--- src/rtl/au_stream_stats_pkg.sv ---
// Shared definitions for the stream-statistics sequencer and its abs/max/min unit.
package au_stream_stats_pkg;

   // AU opcodes, presented to the unit as {c1, c0}
   localparam logic [1:0] OP_ABS = 2'b00;
   localparam logic [1:0] OP_MAX = 2'b01;
   localparam logic [1:0] OP_MIN = 2'b10;

   // Sequencer state encodings, 3-bit binary
   localparam logic [2:0] ST_IDLE = 3'd0;
   localparam logic [2:0] ST_ABS  = 3'd1;
   localparam logic [2:0] ST_MAX  = 3'd2;
   localparam logic [2:0] ST_MIN  = 3'd3;
   localparam logic [2:0] ST_MABS = 3'd4;
   localparam logic [2:0] ST_OUT  = 3'd5;

endpackage

--- src/rtl/au_stream_stats_abs_max_min.sv ---
// Combinational abs/max/min unit. Ordering uses the sign of the wrapped
// difference a-b, and abs of the most negative value stays negative; callers
// keep |a-b| below 2^(WIDTH-1) for in-range results.
module abs_max_min #(
   parameter int WIDTH = 16
) (
   input  logic [WIDTH-1:0] a_i,
   input  logic [WIDTH-1:0] b_i,
   input  logic             c1_i,
   input  logic             c0_i,
   output logic [WIDTH-1:0] result_o
);

   logic [WIDTH-1:0] diff;
   logic [WIDTH-1:0] c1_v;
   logic [WIDTH-1:0] c0_v;
   logic [WIDTH-1:0] lt_v;
   logic [WIDTH-1:0] abs_b;
   logic [WIDTH-1:0] max_ab;
   logic [WIDTH-1:0] min_ab;

   // control bits and the a<b flag replicated across the datapath width
   always_comb begin
      diff     = a_i - b_i;
      c1_v     = {WIDTH{c1_i}};
      c0_v     = {WIDTH{c0_i}};
      lt_v     = {WIDTH{diff[WIDTH-1]}};
      abs_b    = b_i[WIDTH-1] ? (~b_i + 1'b1) : b_i;
      max_ab   = (lt_v & b_i) | (~lt_v & a_i);
      min_ab   = (lt_v & a_i) | (~lt_v & b_i);
      result_o = (c1_v & min_ab) | (~c1_v & c0_v & max_ab) | (~c1_v & ~c0_v & abs_b);
   end

endmodule

--- src/rtl/au_stream_stats.sv ---
// Per-frame max / min / max-magnitude over a signed sample stream, sharing a
// single abs_max_min unit across four compute states per sample.
//
// state | meaning
// IDLE  | waiting for a sample, in_ready high
// ABS   | mag <= abs(sample)
// MAX   | run_max <= max(run_max, sample)
// MIN   | run_min <= min(run_min, sample)
// MABS  | run_maxabs <= max(run_maxabs, mag); frame ends here if last
// OUT   | frame result presented until out_ready
module au_stream_stats
   import au_stream_stats_pkg::*;
#(
   parameter int WIDTH = 16,
   parameter int CNT_W = 8
) (
   input  logic             clk,
   input  logic             rst_n,
   input  logic             in_valid,
   output logic             in_ready,
   input  logic [WIDTH-1:0] in_data,
   input  logic             in_last,
   output logic             out_valid,
   input  logic             out_ready,
   output logic [WIDTH-1:0] out_max,
   output logic [WIDTH-1:0] out_min,
   output logic [WIDTH-1:0] out_maxabs,
   output logic [CNT_W-1:0] out_count,
   output logic             busy
);

   logic [2:0]       state_q, state_d;
   logic [WIDTH-1:0] sample_q, sample_d;
   logic [WIDTH-1:0] mag_q, mag_d;
   logic [WIDTH-1:0] run_max_q, run_max_d;
   logic [WIDTH-1:0] run_min_q, run_min_d;
   logic [WIDTH-1:0] run_maxabs_q, run_maxabs_d;
   logic [CNT_W-1:0] count_q, count_d;
   logic             first_q, first_d;
   logic             last_q, last_d;

   logic [1:0]       au_op;
   logic [WIDTH-1:0] au_a, au_b, au_res;

   abs_max_min #(.WIDTH(WIDTH)) u_au (
      .a_i      (au_a),
      .b_i      (au_b),
      .c1_i     (au_op[1]),
      .c0_i     (au_op[0]),
      .result_o (au_res)
   );

   // AU operands and opcode come only from state and registers; on the first
   // sample of a frame the running value is replaced by the sample itself
   always_comb begin
      au_op = OP_ABS;
      au_a  = sample_q;
      au_b  = sample_q;
      unique case (state_q)
         ST_MAX: begin
            au_op = OP_MAX;
            au_a  = first_q ? sample_q : run_max_q;
         end
         ST_MIN: begin
            au_op = OP_MIN;
            au_a  = first_q ? sample_q : run_min_q;
         end
         ST_MABS: begin
            au_op = OP_MAX;
            au_a  = first_q ? mag_q : run_maxabs_q;
            au_b  = mag_q;
         end
         default: ;
      endcase
   end

   // next-state and register-update logic; each result register captures the
   // AU only in its own state
   always_comb begin
      state_d      = state_q;
      sample_d     = sample_q;
      mag_d        = mag_q;
      run_max_d    = run_max_q;
      run_min_d    = run_min_q;
      run_maxabs_d = run_maxabs_q;
      count_d      = count_q;
      first_d      = first_q;
      last_d       = last_q;
      unique case (state_q)
         ST_IDLE: begin
            if (in_valid) begin
               sample_d = in_data;
               last_d   = in_last;
               count_d  = (count_q == {CNT_W{1'b1}}) ? count_q : count_q + 1'b1;
               state_d  = ST_ABS;
            end
         end
         ST_ABS: begin
            mag_d   = au_res;
            state_d = ST_MAX;
         end
         ST_MAX: begin
            run_max_d = au_res;
            state_d   = ST_MIN;
         end
         ST_MIN: begin
            run_min_d = au_res;
            state_d   = ST_MABS;
         end
         ST_MABS: begin
            run_maxabs_d = au_res;
            first_d      = 1'b0;
            state_d      = last_q ? ST_OUT : ST_IDLE;
         end
         ST_OUT: begin
            if (out_ready) begin
               count_d = '0;
               first_d = 1'b1;
               state_d = ST_IDLE;
            end
         end
         default: state_d = ST_IDLE;
      endcase
   end

   // state and datapath registers; reset discards any partial frame
   always_ff @(posedge clk or negedge rst_n) begin
      if (!rst_n) begin
         state_q      <= ST_IDLE;
         sample_q     <= '0;
         mag_q        <= '0;
         run_max_q    <= '0;
         run_min_q    <= '0;
         run_maxabs_q <= '0;
         count_q      <= '0;
         first_q      <= 1'b1;
         last_q       <= 1'b0;
      end else begin
         state_q      <= state_d;
         sample_q     <= sample_d;
         mag_q        <= mag_d;
         run_max_q    <= run_max_d;
         run_min_q    <= run_min_d;
         run_maxabs_q <= run_maxabs_d;
         count_q      <= count_d;
         first_q      <= first_d;
         last_q       <= last_d;
      end
   end

   // handshake and status decode; in_ready stays low while reset is held
   always_comb begin
      in_ready   = (state_q == ST_IDLE) && rst_n;
      out_valid  = (state_q == ST_OUT);
      busy       = (state_q != ST_IDLE);
      out_max    = run_max_q;
      out_min    = run_min_q;
      out_maxabs = run_maxabs_q;
      out_count  = count_q;
   end

endmodule
--- config.mk ---
export PLATFORM = sky130hd
export DESIGN_NAME = au_stream_stats
export DESIGN_NICKNAME = d
export VERILOG_FILES = /design/src/rtl/au_stream_stats_pkg.sv /design/src/rtl/au_stream_stats_abs_max_min.sv /design/src/rtl/au_stream_stats.sv
export SDC_FILE = /design/constraint.sdc
export NUM_CORES = 1
export LEC_CHECK = 0
export CORE_MARGIN = 8
export CORE_UTILIZATION = 40
export CTS_BUF_LIST = sky130_fd_sc_hd__clkbuf_2
export DETAILED_ROUTE_END_ITERATION = 6
export REMOVE_ABC_BUFFERS = 1
export SYNTH_ARGS = -nofsm -noshare
export SYNTH_HDL_FRONTEND = slang
export SYNTH_HIERARCHICAL = 1
export SYNTH_SLANG_ARGS = --single-unit
--- constraint.sdc ---
create_clock -name clk -period 6.7 [get_ports clk]
set_input_delay 1.34 -clock clk [delete_from_list [all_inputs] [get_ports clk]]
set_output_delay 1.34 -clock clk [all_outputs]
set_load 0.05 [all_outputs]
* After elaboration in Yosys (flattened, before gate mapping)
Cells that the tools add are included.
** Word-level totals
- Register bits :: 93
- Input bits :: 21
- Output and inout port bits :: 59
- Word-level logic and storage cells :: 65
** Operators by class
- $add $sub $neg :: 3
- Equal/unequal tests :: 9
- Muxes and demuxes :: 17
- Bitwise operators :: 17
- Reduce and logical (&&, ||, !) cells :: 10
** Operators by type and width (count)
- $and 16x16->16 :: 9
- $mux 16 :: 5
- $not 16->16 :: 4
- $or 16x16->16 :: 4
- $pmux 16 s3 :: 1
- $mux 8 :: 3
- $pmux 3 s6 :: 1
- $add 16x1->16 const B :: 1
- $pmux 8 s2 :: 1
- $sub 16x16->16 :: 1
- $mux 3 :: 3
- $add 8x1->8 const B :: 1
- $eq 8x8->1 const B :: 1
- $eq 3x2->1 const B :: 2
- $eq 3x3->1 const B :: 2
- $reduce_and 2->1 :: 3
- $ne 2x2->1 const B :: 2
- $pmux 2 s2 :: 1
- $reduce_and 4->1 :: 1
- $reduce_bool 2->1 :: 2
- $eq 3x1->1 const B :: 1
- $logic_not 3->1 :: 1
- $reduce_bool 3->1 :: 1
- $ne 2x1->1 const B :: 1
- other kinds (4) :: 4

* Logic depth before layout (Yosys ltp)
- Depth after elaboration :: 9
- Mapped depth :: 20
- Gate-level depth less buffers :: 15

* Cells and area by module
The synthesis kept the hierarchy.
** By module, submodules not included
- au_stream_stats :: times used 1, cells an instance 505, area an instance 4668.2 µm², sequential area each 2328.5 µm²
- abs_max_min :: times used 1, cells an instance 206, area an instance 1407.6 µm², sequential area each 0.0 µm²

* Worst setup path before layout
No wires, ideal clock.
- Path kind :: flip-flop to flip-flop
- Start :: register first_q
- End :: register mag_q[14]
- Arrival time :: 3904 ps
- Required time :: 6572 ps
- Path slack :: 2668 ps
- Cell stages (with the launch flop) :: 16
- Buffers on the path :: 4
- Clock period less this slack :: 4032 ps
- Cells stage by stage :: dfstp_2 buf_2 buf_2 buf_1 o221ai_1 a21oi_1 ha_1 a21o_1 a221o_1 a221oi_4 o21ai_4 xnor2_2 buf_4 a2111oi_0 a311oi_1 mux2_1
** On the way
- Longest elaborated chain between the ends :: 9
** Ends and longest elaborated chain
- start: declaration :: RTL line au_stream_stats.sv:39 : logic first_q, first_d;
- start signal: assignment :: RTL line au_stream_stats.sv:146 : first_q <= first_d;
- $mux 16, on equally long branches :: RTL line au_stream_stats.sv:70, au_stream_stats.sv:62, au_stream_stats.sv:66
- $pmux 16 s3 (*) :: RTL line au_stream_stats.sv:59 : unique case (state_q)
- named net au_a[8] :: RTL line au_stream_stats.sv:43 : logic [WIDTH-1:0] au_a, au_b, au_res;
- $sub 16x16->16 (*) :: RTL line au_stream_stats_abs_max_min.sv:24 : diff = a_i - b_i;
- $not 16->16 :: RTL line au_stream_stats_abs_max_min.sv:29, au_stream_stats_abs_max_min.sv:30
- $and 16x16->16, on equally long branches :: RTL line au_stream_stats_abs_max_min.sv:30, au_stream_stats_abs_max_min.sv:29
- $or 16x16->16, on equally long branches :: RTL line au_stream_stats_abs_max_min.sv:30, au_stream_stats_abs_max_min.sv:29
- $and 16x16->16 :: RTL line au_stream_stats_abs_max_min.sv:31 : result_o = (c1_v & min_ab) | (~c1_v & c0_v & max_ab) | (~c1_v & ~c0_v & abs_b);
- $or 16x16->16 (*) (2 in series) :: RTL line au_stream_stats_abs_max_min.sv:31
- named net au_res[14] :: RTL line au_stream_stats.sv:43
- end signal: assignment :: RTL line au_stream_stats.sv:141 : mag_q <= mag_d;
- end: declaration :: RTL line au_stream_stats.sv:34 : logic [WIDTH-1:0] mag_q, mag_d;
Mark *: on every way through the listed nets, which the timed path passes. The rest lies on a longest branch.
A chain may end at the register's enable or synchronous reset.

* Worst setup path after layout
- Start :: register state_q[1]
- End :: register mag_q[7]
** On the way
- Longest elaborated chain between the ends :: 9
** Ends and longest elaborated chain
- start: declaration :: RTL line au_stream_stats.sv:32 : logic [2:0] state_q, state_d;
- start signal: assignment :: RTL line au_stream_stats.sv:139 : state_q <= state_d;
- $eq 3x3->1 or $eq 3x2->1 (tied branches) :: RTL line au_stream_stats.sv:59
- $pmux 16 s3 (*) :: RTL line au_stream_stats.sv:59
- named net au_a[10] :: RTL line au_stream_stats.sv:43
- $sub 16x16->16 (*) :: RTL line au_stream_stats_abs_max_min.sv:24
- $not 16->16 :: RTL line au_stream_stats_abs_max_min.sv:29, au_stream_stats_abs_max_min.sv:30
- $and 16x16->16, on equally long branches :: RTL line au_stream_stats_abs_max_min.sv:30, au_stream_stats_abs_max_min.sv:29
- $or 16x16->16, on equally long branches :: RTL line au_stream_stats_abs_max_min.sv:30, au_stream_stats_abs_max_min.sv:29
- $and 16x16->16 :: RTL line au_stream_stats_abs_max_min.sv:31
- $or 16x16->16 (*) (2 in series) :: RTL line au_stream_stats_abs_max_min.sv:31
- named net au_res[7] :: RTL line au_stream_stats.sv:43
Marks and branches as above.

==> impl_results.md <==
* Final setup vio count at 0
* Post-Route WL at 18200 um
* Worst Min Path Start: out_maxabs[1]
* Worst r2r dst: mag_q[7]
* Initial Util at 40.4%
* Fmax at 0.183 GHz
* Clk_lat worst skew at 0.61 ns
* Cell variety after synth at 70
* FILL cells at 1463
* Post-Place Worst Slack at 1.31 ns
* Crit Path Max Fanout at 26
* CTS Buffer Depth at 2
* Post-synth top area cell: dfrtp_1
* RR Startpoint: state_q[1]
* Dominant cells by area after synthesis: dfrtp_1 (38%), nand2_1 (14%), mux2_2 (5.4%), a22o_1 (3.6%), ha_1 (3.3%)
* DRC violations left at 0
* Max incr delay on CP at 0.81 ns
* Sequential element share of the synthesized area at 38.3%
* Worst path required time at 7.22 ns
* CTS tree: yes
* Maxcap violations at 0
* Row cnt at 45
* Die H at 139 um
* Final worst setup slack at 1.22 ns
* Core Util, Final at 47.3%
* Worst Tran Pin Value at 1.07 ns
* Drt initial violations at 429
* IO buf count at 79
* EDFF count, synth at 0
* Hold Path End: out_maxabs[1]
* Final Hold Vio Count at 0
* Final number of max-transition violations at 0
* HP Class: register to register
* # Post-CTS Setup Buffers at 0
* Share of post-route cells with drive strength above 1 at 9.09%
* Final worst clock skew at 0.0184 ns
* Fin crit share at 81.8%
* Number of vias per cell at 5.74
* Gr usage total at 18.9%
* Core ar. at 15000 um2
* Post-DP HPWL at 12500 um
* CTS Hold Buffers Added at 0
* Mean Syn Cell Area at 8.55 um2
* RSZ-0062 raised after global routing: false
* Worst rel slew slack at 28.7%
* Final worst path period need at 5.48 ns
* CTS sink cnt at 93
* Top cell type's share of synthesized area at 37.9%
* CTS clk-pin slew, worst paths at 0.23 ns
* Top Ports at 80
* Critical path's top delay family: compound AO/OA/AOI/OAI gates
* Largest net degree at the start of global routing at 55
* Final TNS setup at 0 ns
* Worst R2R Path Depth at 15
* Slowest cell on crit path: xnor2_2
* Initial antenna violation count at 0
* First-pass GRT wire length at 29500 um
* Cell Chain, Critical Path: nor2b_2 -> buf_4 -> nand2_1 -> inv_2 -> a22oi_1 -> o21ai_0 -> ha_1 -> and2_0 -> a221o_1 -> a221oi_4 -> o21ai_4 -> xnor2_2 -> mux2i_1 -> a221o_1 -> mux2_1
* Post-CTS sizing at 0
* Cells after synthesis at 711
* Status: finished, final reports clean
* GRT overflow at 0
* Hold WS at 0.542 ns
* Ys Warns at 6
* Antenna Nets Post-Route at 0
* Root buffer cell: clkbuf_2
* Final RePlAce weighted congestion at 0.897
* Area growth from synthesis to layout at 16.9%
* Startpoint Class: register
* Vias in the first global route at 5335
* Dominant synthesized flop cell: dfrtp_1
* CP Buf/Inv Count at 2
* Hold depth at 2
* Crit. End Element: register
* Post-Syn Area at 6080 um2
* Avg WL per Cell at 19.0 um
* N_diodes at 0
* Area of the multi-input gates at 3430 um2
* Crit path top cell by count: a221o_1
* Total number of vias at 5495
* CTS Buf Count at 9
* First drt pass iteration count at 5
* H-tree depth at 3
* Final #Nets at 802
* Die area at 19400 um2
* Synthesized flop and latch total at 93
* Post-synth ARST share at 100%
* Reg2reg setup slack at 1.22 ns
* Storage cell area at 2330 um2
* Die Wd at 139 um
* WS Path Type: register to register
* Critical path arrival at 6.00 ns
synthesized netlist by cell type (4+ instances only):
cell	n
mux2_2	29
nor2_1	22
o21ai_0	28
a211o_1	5
dfrtp_1	92
ha_1	16
a21oi_1	18
a22o_1	25
buf_1	6
o221ai_1	4
clkbuf_1	16
nand2b_1	4
o211ai_1	4
inv_1	21
and3_1	4
xnor2_1	9
mux2i_1	19
a22oi_1	21
o22ai_1	8
nor2b_1	6
o31ai_1	4
buf_2	18
nand3_1	14
nand2_1	221
o21ai_1	4
a21o_1	4
mux2_1	9
nor3_1	7
a221o_1	7
how the worst max path moves through the flow:
stage	from	endpoint	slack, ns	cells past startpoint
global route	state_q[1]	mag_q[5]	0.85	15
global placement	first_q	mag_q[7]	1.41	12
CTS	state_q[1]	mag_q[7]	1.26	15
floorplan	state_q[1]	mag_q[11]	0.84	14
finish	state_q[1]	mag_q[7]	1.22	15
detailed placement	state_q[1]	mag_q[7]	1.31	15
layout make-up:
type | instances | area share (%)
clock inverters | 6 | 1.43
clock buffers | 10 | 0.704
inverters | 24 | 1.30
well taps | 188 | 3.31
multi-input cells | 548 | 48.3
repair buffers | 89 | 12.2
flip-flops and latches | 93 | 32.8
worst register-to-register path, cell delays in order, from the launching register on:
cell and delay (ns):
dfrtp_1 0.66, nor2b_2 0.22, buf_4 0.34, nand2_1 0.15, inv_2 0.34, a22oi_1 0.17
o21ai_0 0.38, ha_1 0.32, and2_0 0.16, a221o_1 0.34, a221oi_4 0.28, o21ai_4 0.23
xnor2_2 0.81, mux2i_1 0.29, a221o_1 0.40, mux2_1 0.30
layout by cell type, fill, tap and decap left out, types with 4 or more instances in the layout:
cell type | Yosys | layout
a211o_1 | 5 | 5
a21o_1 | 4 | 4
a21oi_1 | 18 | 18
a221o_1 | 7 | 7
a22o_1 | 25 | 25
a22oi_1 | 21 | 21
and3_1 | 4 | 4
buf_4 | 3 | 11
clkbuf_2 | 0 | 10
clkdlybuf4s50_1 | 0 | 78
dfrtp_1 | 92 | 92
ha_1 | 16 | 16
inv_1 | 21 | 21
mux2_1 | 9 | 9
mux2_2 | 29 | 29
mux2i_1 | 19 | 19
nand2_1 | 221 | 221
nand2b_1 | 4 | 4
nand3_1 | 14 | 14
nor2_1 | 22 | 22
nor2b_1 | 6 | 5
nor3_1 | 7 | 7
o211ai_1 | 4 | 4
o21ai_0 | 28 | 28
o21ai_1 | 4 | 4
o221ai_1 | 4 | 4
o22ai_1 | 8 | 8
o31ai_1 | 4 | 4
xnor2_1 | 9 | 9
flip-flops by register name (all words and copies together), names as in the netlist:
register	cells
out_count	8
out_maxabs	16
mag_q	16
first_q	1
state_q	3
sample_q	16
last_q	1
out_max	16
out_min	16
stage by stage:
| step | std cells | instance area [um2] |
|---|---|---|
| floorplan | 665 | 5850 |
| global placement | 942 | 6950 |
| detailed placement | 942 | 6950 |
| CTS | 958 | 7110 |
| global route | 958 | 7110 |
| finish | 958 | 7110 |
kinds of logic (layout without fill, tap and decap cells):
group | Yosys count | count (layout) | synth area share, %
compound gates | 157 | 157 | 19.0
flops | 93 | 93 | 38.3
mux | 58 | 58 | 10.4
xor+xnor | 12 | 12 | 1.98
simple gates | 305 | 305 | 21.7
buf+inv | 70 | 129 | 5.29
fa+ha+maj | 16 | 16 | 3.29
layer usage:
layer	GRT usage (%)	vias up	wire, um
li1	-	2623	-
met1	24.5	2645	8320
met2	30.3	204	8330
met3	4.48	23	1240
met4	6.35	0	276
met5	0	-	0
Power is left out: the tool's default activity adds up to more than one toggle a clock period on the data nets, which glitch-free logic cannot reach.
